**config.mk**
```make
export PLATFORM = sky130hd
export DESIGN_NAME = turbo_dec_8bit
export DESIGN_NICKNAME = d
export VERILOG_FILES = /design/src/rtl/turbo_pkg.sv /design/src/rtl/turbo_dec_syn.sv /design/src/rtl/turbo_dec_8bit.sv
export SDC_FILE = /design/constraint.sdc
export NUM_CORES = 1
export LEC_CHECK = 0
export CAP_MARGIN = 30
export CORE_ASPECT_RATIO = 1.25
export CORE_UTILIZATION = 50
export CTS_CLUSTER_SIZE = 10
export DETAILED_ROUTE_END_ITERATION = 16
export PLACE_DENSITY = 0.71
export SYNTH_ARGS = -nofsm -noshare
export SYNTH_HDL_FRONTEND = slang
export SYNTH_SLANG_ARGS = --single-unit
```
**constraint.sdc**
```tcl
create_clock -name clk -period 14.4 [get_ports clk]
set_clock_uncertainty 0.2 [all_clocks]
set_input_delay 2.88 -clock clk [delete_from_list [all_inputs] [get_ports clk]]
set_output_delay 2.88 -clock clk [all_outputs]
set_load 0.1 [all_outputs]
```
**src/rtl/turbo_pkg.sv**
```systemverilog
// Shared definitions for the 8-bit turbo link receive decoder.
//   - FSM state encodings (ST_*) and the state_t enum built on them
//   - result status codes (STAT_*)
//   - parity4 : 4-bit parity of a data byte
//   - bitrev8 : bit reversal of a byte
//   - sig     : 8-bit syndrome produced by a single error on data bit idx
package turbo_pkg;

  localparam logic [2:0] ST_IDLE     = 3'd0;
  localparam logic [2:0] ST_WAIT_PAR = 3'd1;
  localparam logic [2:0] ST_CHECK    = 3'd2;
  localparam logic [2:0] ST_SEARCH   = 3'd3;
  localparam logic [2:0] ST_OUT      = 3'd4;

  localparam logic [1:0] STAT_CLEAN = 2'b00;
  localparam logic [1:0] STAT_FIXD  = 2'b01;
  localparam logic [1:0] STAT_FIXP  = 2'b10;
  localparam logic [1:0] STAT_UNC   = 2'b11;

  typedef enum logic [2:0] {
    IDLE     = ST_IDLE,
    WAIT_PAR = ST_WAIT_PAR,
    CHECK    = ST_CHECK,
    SEARCH   = ST_SEARCH,
    OUT      = ST_OUT
  } state_t;

  // Each parity bit covers three adjacent data bits, wrapping at the top.
  function automatic logic [3:0] parity4(input logic [7:0] d);
    logic [3:0] p;
    p[0] = d[0] ^ d[1] ^ d[2];
    p[1] = d[2] ^ d[3] ^ d[4];
    p[2] = d[4] ^ d[5] ^ d[6];
    p[3] = d[6] ^ d[7] ^ d[0];
    return p;
  endfunction

  function automatic logic [7:0] bitrev8(input logic [7:0] d);
    logic [7:0] r;
    for (int i = 0; i < 8; i++) begin
      r[i] = d[7-i];
    end
    return r;
  endfunction

  // Parity is linear, so a lone flip of data bit idx yields exactly the
  // parities of the one-hot byte (and of its reversal).
  function automatic logic [7:0] sig(input logic [2:0] idx);
    logic [7:0] one;
    one = 8'd1 << idx;
    return {parity4(one), parity4(bitrev8(one))};
  endfunction

endpackage

```
**src/rtl/turbo_dec_syn.sv**
```systemverilog
// Combinational syndrome generator for the turbo decoder.
// Ports:
//   i_data      in  8  received data byte
//   i_par       in  8  received parity byte {parity1, parity2}
//   o_syn       out 8  syndrome = received parity ^ recomputed parity
//   o_s_zero    out 1  syndrome is all zero (frame clean)
//   o_s_weight1 out 1  syndrome has exactly one bit set (parity bit error)
module turbo_dec_syn
  import turbo_pkg::*;
(
  input  logic [7:0] i_data,
  input  logic [7:0] i_par,
  output logic [7:0] o_syn,
  output logic       o_s_zero,
  output logic       o_s_weight1
);

  logic [7:0] w_par_calc;

  assign w_par_calc  = {parity4(i_data), parity4(bitrev8(i_data))};
  assign o_syn       = i_par ^ w_par_calc;
  assign o_s_zero    = (o_syn == 8'd0);
  assign o_s_weight1 = $onehot(o_syn);

endmodule

```
**src/rtl/turbo_dec_8bit.sv**
```systemverilog
// Receive-side decoder for the 8-bit turbo link.
// Takes a two-byte frame (data, then {parity1, parity2}), corrects any single
// bit error in the 16-bit codeword, and presents the data byte with a status.
// Optional statistics counters are enabled by defining TURBO_DEC_STATS_EN.
// Ports:
//   clk        in   1      clock
//   rst        in   1      asynchronous, active-high reset
//   in_valid   in   1      in_byte valid
//   in_byte    in   8      frame byte: data first, then parity
//   in_ready   out  1      decoder can accept in_byte (IDLE / WAIT_PAR only)
//   out_valid  out  1      result valid, held until out_ready
//   out_ready  in   1      consumer accepts result
//   out_data   out  8      corrected (or raw, if uncorrectable) data byte
//   out_status out  2      00 clean, 01 data fixed, 10 parity fixed, 11 uncorrectable
//   corr_cnt   out  CNT_W  (TURBO_DEC_STATS_EN) saturating count of corrected frames
//   unc_cnt    out  CNT_W  (TURBO_DEC_STATS_EN) saturating count of uncorrectable frames
module turbo_dec_8bit
  import turbo_pkg::*;
#(
  parameter int CNT_W = 8
)
(
  input  logic             clk,
  input  logic             rst,
  input  logic             in_valid,
  input  logic [7:0]       in_byte,
  output logic             in_ready,
  output logic             out_valid,
  input  logic             out_ready,
  output logic [7:0]       out_data,
  output logic [1:0]       out_status
`ifdef TURBO_DEC_STATS_EN
  ,
  output logic [CNT_W-1:0] corr_cnt,
  output logic [CNT_W-1:0] unc_cnt
`endif
);

  if (CNT_W < 1) begin : g_bad_cnt_w
    $error("turbo_dec_8bit: CNT_W must be at least 1");
  end

  state_t     r_state;
  logic [7:0] r_data;
  logic [7:0] r_par;
  logic [2:0] r_idx;
  logic       r_in_ready;
  logic       r_out_valid;
  logic [7:0] r_out_data;
  logic [1:0] r_out_status;

  logic [7:0] w_syn;
  logic       w_s_zero;
  logic       w_s_weight1;
  logic       w_xfer;
  logic       w_fin;
  logic [1:0] w_fin_status;
  logic [7:0] w_fin_data;

  turbo_dec_syn u_syn (
    .i_data      (r_data),
    .i_par       (r_par),
    .o_syn       (w_syn),
    .o_s_zero    (w_s_zero),
    .o_s_weight1 (w_s_weight1)
  );

  assign w_xfer = in_valid && r_in_ready;

  // Decision for the current cycle: does the frame finish (enter OUT) now,
  // and with what data/status. Shared by the FSM and the counters.
  always_comb begin
    w_fin        = 1'b0;
    w_fin_status = STAT_CLEAN;
    w_fin_data   = r_data;
    if (r_state == CHECK) begin
      if (w_s_zero) begin
        w_fin        = 1'b1;
        w_fin_status = STAT_CLEAN;
      end else if (w_s_weight1) begin
        w_fin        = 1'b1;
        w_fin_status = STAT_FIXP;
      end
    end else if (r_state == SEARCH) begin
      if (w_syn == sig(r_idx)) begin
        w_fin        = 1'b1;
        w_fin_status = STAT_FIXD;
        w_fin_data   = r_data ^ (8'd1 << r_idx);
      end else if (r_idx == 3'd7) begin
        w_fin        = 1'b1;
        w_fin_status = STAT_UNC;
      end
    end
  end

  always_ff @(posedge clk or posedge rst) begin
    if (rst) begin
      r_state      <= IDLE;
      r_data       <= 8'd0;
      r_par        <= 8'd0;
      r_idx        <= 3'd0;
      r_in_ready   <= 1'b1;
      r_out_valid  <= 1'b0;
      r_out_data   <= 8'd0;
      r_out_status <= STAT_CLEAN;
    end else begin
      unique case (r_state)
        IDLE: begin
          if (w_xfer) begin
            r_data  <= in_byte;
            r_state <= WAIT_PAR;
          end
        end
        WAIT_PAR: begin
          if (w_xfer) begin
            r_par      <= in_byte;
            r_in_ready <= 1'b0;
            r_state    <= CHECK;
          end
        end
        CHECK, SEARCH: begin
          if (w_fin) begin
            r_out_valid  <= 1'b1;
            r_out_data   <= w_fin_data;
            r_out_status <= w_fin_status;
            r_state      <= OUT;
          end else if (r_state == CHECK) begin
            r_idx   <= 3'd0;
            r_state <= SEARCH;
          end else begin
            r_idx <= r_idx + 3'd1;
          end
        end
        OUT: begin
          if (out_ready) begin
            r_out_valid <= 1'b0;
            r_in_ready  <= 1'b1;
            r_state     <= IDLE;
          end
        end
        default: begin
          r_in_ready  <= 1'b1;
          r_out_valid <= 1'b0;
          r_state     <= IDLE;
        end
      endcase
    end
  end

  assign in_ready   = r_in_ready;
  assign out_valid  = r_out_valid;
  assign out_data   = r_out_data;
  assign out_status = r_out_status;

`ifdef TURBO_DEC_STATS_EN
  logic [CNT_W-1:0] r_corr_cnt;
  logic [CNT_W-1:0] r_unc_cnt;

  // Counters bump on the edge that enters OUT and stick at all-ones.
  always_ff @(posedge clk or posedge rst) begin
    if (rst) begin
      r_corr_cnt <= '0;
      r_unc_cnt  <= '0;
    end else if (w_fin) begin
      if ((w_fin_status == STAT_FIXD || w_fin_status == STAT_FIXP) && !(&r_corr_cnt)) begin
        r_corr_cnt <= r_corr_cnt + 1'b1;
      end
      if (w_fin_status == STAT_UNC && !(&r_unc_cnt)) begin
        r_unc_cnt <= r_unc_cnt + 1'b1;
      end
    end
  end

  assign corr_cnt = r_corr_cnt;
  assign unc_cnt  = r_unc_cnt;
`endif

endmodule
```
Word level (Yosys, flattened, before mapping)

Cells that the tools add are included.

Shift-type cells: 1
$add $sub $neg: 8
Multiplexer cells: 28
Eq/ne operators: 12
Bitwise logic cells: 29
Reduce and logical (&&, ||, !) cells: 13

Operators with widths:

| kind                                                | number |
|---|---|
| 2-to-1 mux 8 bit                                    | 3 |
| bitwise XOR 1 bit                                   | 24 |
| 2-to-1 mux 3 bit                                    | 6 |
| bitwise XOR 8 bit                                   | 2 |
| adder 4 bit                                         | 3 |
| 2-to-1 mux 2 bit                                    | 6 |
| case mux 3 bit (4 select lines)                     | 1 |
| 2-to-1 mux 1 bit                                    | 10 |
| adder 1 x 1 -> 2 bit                                | 4 |
| equality test 8 bit                                 | 1 |
| zero test 8 bit                                     | 1 |
| != test 2 bit, second input constant                | 4 |
| AND reduction 2 bit                                 | 4 |
| << shifter 1 x 3 -> 8 bit, first input constant     | 1 |
| equality test 3 x 2 -> 1 bit, second input constant | 2 |
| equality test 3 bit, second input constant          | 2 |
| case mux 1 bit (3 select lines)                     | 2 |
| AND reduction 3 bit                                 | 2 |
| equality test 4 x 1 -> 1 bit, second input constant | 1 |
| AND reduction 4 bit                                 | 1 |
| OR reduction 2 bit                                  | 2 |
| adder 3 x 1 -> 3 bit, second input constant         | 1 |
| equality test 3 x 1 -> 1 bit, second input constant | 1 |
| zero test 3 bit                                     | 1 |
| other kinds (4)                                     | 6 |

Output and inout bits: 12
Input bits: 12
Logic and storage cells: 99
Bits in registers: 34

Logic depth before layout (Yosys ltp)

Depth in word-level cells: 12
Depth in mapped cells: 18
Gate-level depth less buffers: 16

Modules after synthesis

Synthesis repeated with hierarchy kept, for this count alone.

Cell total of the unflattened synthesis: 235
Area total of the unflattened synthesis: 2426.1 um2

By module, submodules not included:

| module         | cells each | sequential area each (um2) | times used | area an instance (um2) |
|---|---|---|---|---|
| turbo_dec_8bit | 184        | 852.1                      | 1          | 1998.2 |
| turbo_dec_syn  | 51         | 0.0                        | 1          | 427.9 |

Least setup slack after synthesis

OpenSTA, ideal clock, no wires.

Path kind: register -> register
From: register r_data[7]
To: register r_out_data[5], in the netlist out_data[5]
Arrival: 4.218 ns
Period minus slack after synthesis: 4.539 ns
Cell stages (with the launch flop): 19
Path slack: 9.861 ns
Path buffers: 2
Library setup time: 0.120 ns
Required time: 14.080 ns
Path through: dfrtp_1 buf_4 xnor2_1 xor2_1 inv_1 ha_1 inv_1 fa_1 fa_1 inv_1 ha_1 fa_1 nor4b_1 a41oi_1 nor2_1 o21a_1 clkbuf_1 mux2i_1 o211a_1

Cells in the longest elaborated chain, start to end: 11
Elaborated cells between the ends (all ways): 23
Those cells by class: add/sub (6); eq/ne (2); mux (8); bitwise (5); reduce/logical (2)

Ends and longest elaborated chain:

| what                                           | RTL line                         | source |
|---|---|---|
| start: declaration                             | turbo_dec_8bit.sv:44             | `logic [7:0] r_data;` |
| start signal: assignment                       | turbo_dec_8bit.sv:110            | `r_data <= in_byte;` |
| bitwise XOR 1 bit                              | turbo_pkg.sv:31, turbo_pkg.sv:34 |  |
| bitwise XOR 1 bit (on tied branches)           | turbo_pkg.sv:31, turbo_pkg.sv:34 |  |
| bitwise XOR 8 bit (*)                          | turbo_dec_syn.sv:21              | `assign o_syn = i_par ^ w_par_calc;` |
| adder 1 x 1 -> 2 bit (not written as such)     | turbo_dec_syn.sv:23              | `assign o_s_weight1 = $onehot(o_syn);` |
| adder 4 bit (not written as such) (2 in a row) | turbo_dec_syn.sv:23              |  |
| equality test 4 x 1 -> 1 bit                   | turbo_dec_syn.sv:23              |  |
| 2-to-1 mux 1 bit                               | turbo_dec_8bit.sv:80             | `end else if (w_s_weight1) begin` |
| 2-to-1 mux 1 bit                               | turbo_dec_8bit.sv:77             | `if (w_s_zero) begin` |
| 2-to-1 mux 1 bit                               | turbo_dec_8bit.sv:76             | `if (r_state == CHECK) begin` |
| AND reduction 2 bit (no line)                  | --                               |  |
| end signal: assignment                         | turbo_dec_8bit.sv:124            | `r_out_data <= w_fin_data;` |
| end: declaration                               | turbo_dec_8bit.sv:49             | `logic [7:0] r_out_data;` |

Mark *: on every way between the ends. The rest lies on a longest branch, timed or not.
A chain may end at the register's enable or synchronous reset.

Final worst setup path

From: register r_in_ready, in the netlist in_ready
To: output in_ready

RTL lines:

| what                     | RTL line              | source |
|---|---|---|
| start: declaration       | turbo_dec_8bit.sv:47  | `logic r_in_ready;` |
| start signal: assignment | turbo_dec_8bit.sv:102 | `r_in_ready <= 1'b1;` |
| start signal: assignment | turbo_dec_8bit.sv:117 | `r_in_ready <= 1'b0;` |
| start signal: assignment | turbo_dec_8bit.sv:137 | `r_in_ready <= 1'b1;` |
| end: declaration         | turbo_dec_8bit.sv:27  | `output logic in_ready,` |

No word-level cell between the ends.

==> run_results.csv <==
group,metric,value,unit
global_routing,grt_remaining_overflow,0,
final_layout,syn_to_final_growth,12.76,%
setup_path,cp-end-kind,"primary output",
synthesis,synth_seq_cells,34,
setup_path,cp.arrival,1.96,ns
sta,holdWs,0.3019,ns
setup_path,critPathLaunchType,"register",
synthesis,synth_edf_count,0,
run,cap_violations,0,
setup_path,required,11.32,ns
synthesis,synth_area_leader_cell,"dfrtp_1",
die,coreArea,5080,um2
global_routing,grt_pass1_vias,1797,
synthesis,ys_types,52,
routing,wire_per_inst,15.57,um
clocking,cts_hold_buf,0,
die,io_pins,24,
final_layout,drive_above_1_share,0.1519,
sta,rsz0062_at_grt,"no",
clocking,cts.path.max_buffers,2,
outcome,status,"finished clean",
clocking,cts.clk_slew.worst_paths,0.07,ns
placement,routabilityCongestion,0.8543,
die,initial_core_util,0.5232,
sta,worst_slew_pin_slew,0.9658,ns
synthesis,synth_xor_area_frac,0.1568,
clocking,cts_tree,"built",
global_routing,antenna_found_initial,0,
synthesis,synth_area_leaders,"dfrtp_1 31%, ha_1 7.5%, mux2_2 6.8%",
setup_path,slowest_stage,"clkdlybuf4s50_1",
sta,tns,0,ns
routing,ant_nets,0,
synthesis,yosysSeqAreaShare,0.3206,
die,num_rows,29,
synthesis,async_reset_ff_frac,1.000,
global_routing,grt_usage,0.2095,
synthesis,synth_most_common_cell,"dfrtp_1",
die,fp.dieW,67.21,um
sta,hold_viol_final,0,
clocking,htreeDepth,2,
final_layout,antenna_cells,0,
hold_path,hold_class,"register to register",
placement,hpwl,3980,um
synthesis,synth_top_area_share,0.3107,
routing,firstDrtPassIters,4,
setup_path,setup.worst_path.class,"register to primary output",
setup_path,cp_max_fo,4,
synthesis,synth-simple-area-share,0.1243,
clocking,cts_buffers,5,
setup_path,path_buf_inv,1,
final_layout,multi_input_area,1629,um2
final_layout,post-route-util,0.5899,
synthesis,synth_warnings,0,
die,die_h,83.51,um
final_layout,final-seq-area,852.1,um2
clocking,insertion_delay,0.28,ns
synthesis,syn_nets,284,
synthesis,synth.area.mux_share,0.1092,
sta,min_period,5.041,ns
sta,setup_violations,0,
synthesis,synth_top_family_by_area,"XOR/XNOR gates",
setup_path,crit_chain,"clkdlybuf4s50_1",
synthesis,synthCells,252,
sta,min_period_over_period,0.3500,
synthesis,synthAdderAreaFrac,0.1055,
clocking,root_buffer,"clkbuf_8",
synthesis,dominantRegCellSynth,"dfrtp_1",
placement,port_buffers,23,
final_layout,nFillCells,440,
die,dieArea,5612,um2
synthesis,postSynthAreaPerCell,10.55,um2
final_layout,layout.nets,301,
routing,drc,0,
synthesis,synth_top_cells_by_count,"33 x dfrtp_1, 23 x inv_1, 17 x xnor2_1",
sta,slew_viol_final,0,
synthesis,synth_compound_area_frac,0.1172,
clocking,cts_resized,0,
global_routing,grt_max_degree,35,
routing,avgViaCountPerCell,5.482,
sta,clock.fmax,198.4,MHz
synthesis,syn-cell-area,2658,um2
clocking,cts_sinks,34,
setup_path,critical-path-max-stage-delay,1.13,ns
routing,drt_iter0_drc,47,
global_routing,grt_pass1_wl,8756,um
routing,wl,5168,um
setup_path,cp_top_family,"buffers and inverters",
routing,vias,1820,
sta,slew_headroom,0.3541,
clocking,postCtsSetupBuffers,0,
## sequential cells by signal, summed over array words and instances (netlist names)
register    count
out_valid       1
in_ready        1
r_data          8
r_idx           3
out_status      2
r_state         3
r_par           8
out_data        8
## routing by layer
metal | track usage | part of all wire | up-vias
li1 | - | - | 899
met1 | 0.2765 | 0.46 | 896
met2 | 0.3418 | 0.51 | 17
met3 | 0.03415 | 0.020 | 8
met4 | 0.06963 | 0.016 | 0
met5 | 0 | 0 | -
## cells in the final DEF, fill, tap and decap left out, types with 2 or more instances in the layout
| cell type | count |
|---|---|
| nor2_1 | 6 |
| dfrtp_1 | 33 |
| nand3_1 | 2 |
| a311oi_1 | 2 |
| a211o_1 | 2 |
| inv_1 | 23 |
| ha_1 | 16 |
| fa_1 | 4 |
| clkdlybuf4s50_1 | 23 |
| and2_1 | 2 |
| xor2_2 | 2 |
| mux2i_1 | 11 |
| o211a_1 | 3 |
| a211oi_1 | 3 |
| a22oi_1 | 2 |
| clkbuf_8 | 6 |
| nor2b_1 | 7 |
| o21a_1 | 2 |
| mux2_2 | 16 |
| o21ai_1 | 3 |
| nand4_1 | 6 |
| or3_1 | 4 |
| inv_2 | 2 |
| nand2b_1 | 2 |
| nor3_1 | 8 |
| nand2_1 | 11 |
| xnor2_1 | 17 |
| o22ai_1 | 2 |
| xor2_1 | 8 |
| xor3_1 | 3 |
| xnor2_2 | 3 |
| xnor3_1 | 2 |
| buf_4 | 2 |
| o21ai_0 | 4 |
| a211oi_2 | 5 |
| and3_1 | 6 |
## cells by family (layout without fill, tap and decap cells)
group / after synthesis / in the layout
AND/OR/NAND/NOR: 59 / 59
buffers and inverters: 41 / 59
AO/OA/AOI/OAI: 36 / 36
XOR/XNOR: 35 / 35
flip-flops: 34 / 34
multiplexers: 27 / 27
adder cells (fa/ha/maj): 20 / 20
## stage by stage
step	cell area, um2	instances	worst slack, ns
final	2997	332	9.359
after global routing	2997	332	9.133
after CTS	2989	331	9.342
after detailed placement	2898	323	9.379
after global placement	2898	323	9.374
after floorplan	2658	252	9.861
## layout make-up
cell class / count / area share
well taps: 62 / 0.02589
clock buffers: 7 / 0.02881
inverters: 25 / 0.03132
flip-flops and latches: 34 / 0.2843
multi-input cells: 177 / 0.5436
repair buffers: 26 / 0.08434
clock inverters: 1 / 0.001670
## final timing paths
kind	startpoint	slack, ns	depth (start not counted)	endpoint
setup / recovery	in_ready$_DFFE_PP1P_	9.36	1	in_ready
hold / removal	out_status[0]$_DFFE_PP0P_	0.30	1	out_status[0]$_DFFE_PP0P_
setup reg to reg	r_data[2]$_DFFE_PP0P_	9.47	16	out_data[5]$_DFFE_PP0P_
hold reg to reg	out_status[0]$_DFFE_PP0P_	0.30	1	out_status[0]$_DFFE_PP0P_
max in group asynchronous	rst	10.88	3	in_ready$_DFFE_PP1P_
min in group asynchronous	rst	2.80	3	out_status[0]$_DFFE_PP0P_
Power is left out: the tool's default activity adds up to more than one toggle a clock period on the data nets, which glitch-free logic cannot reach.
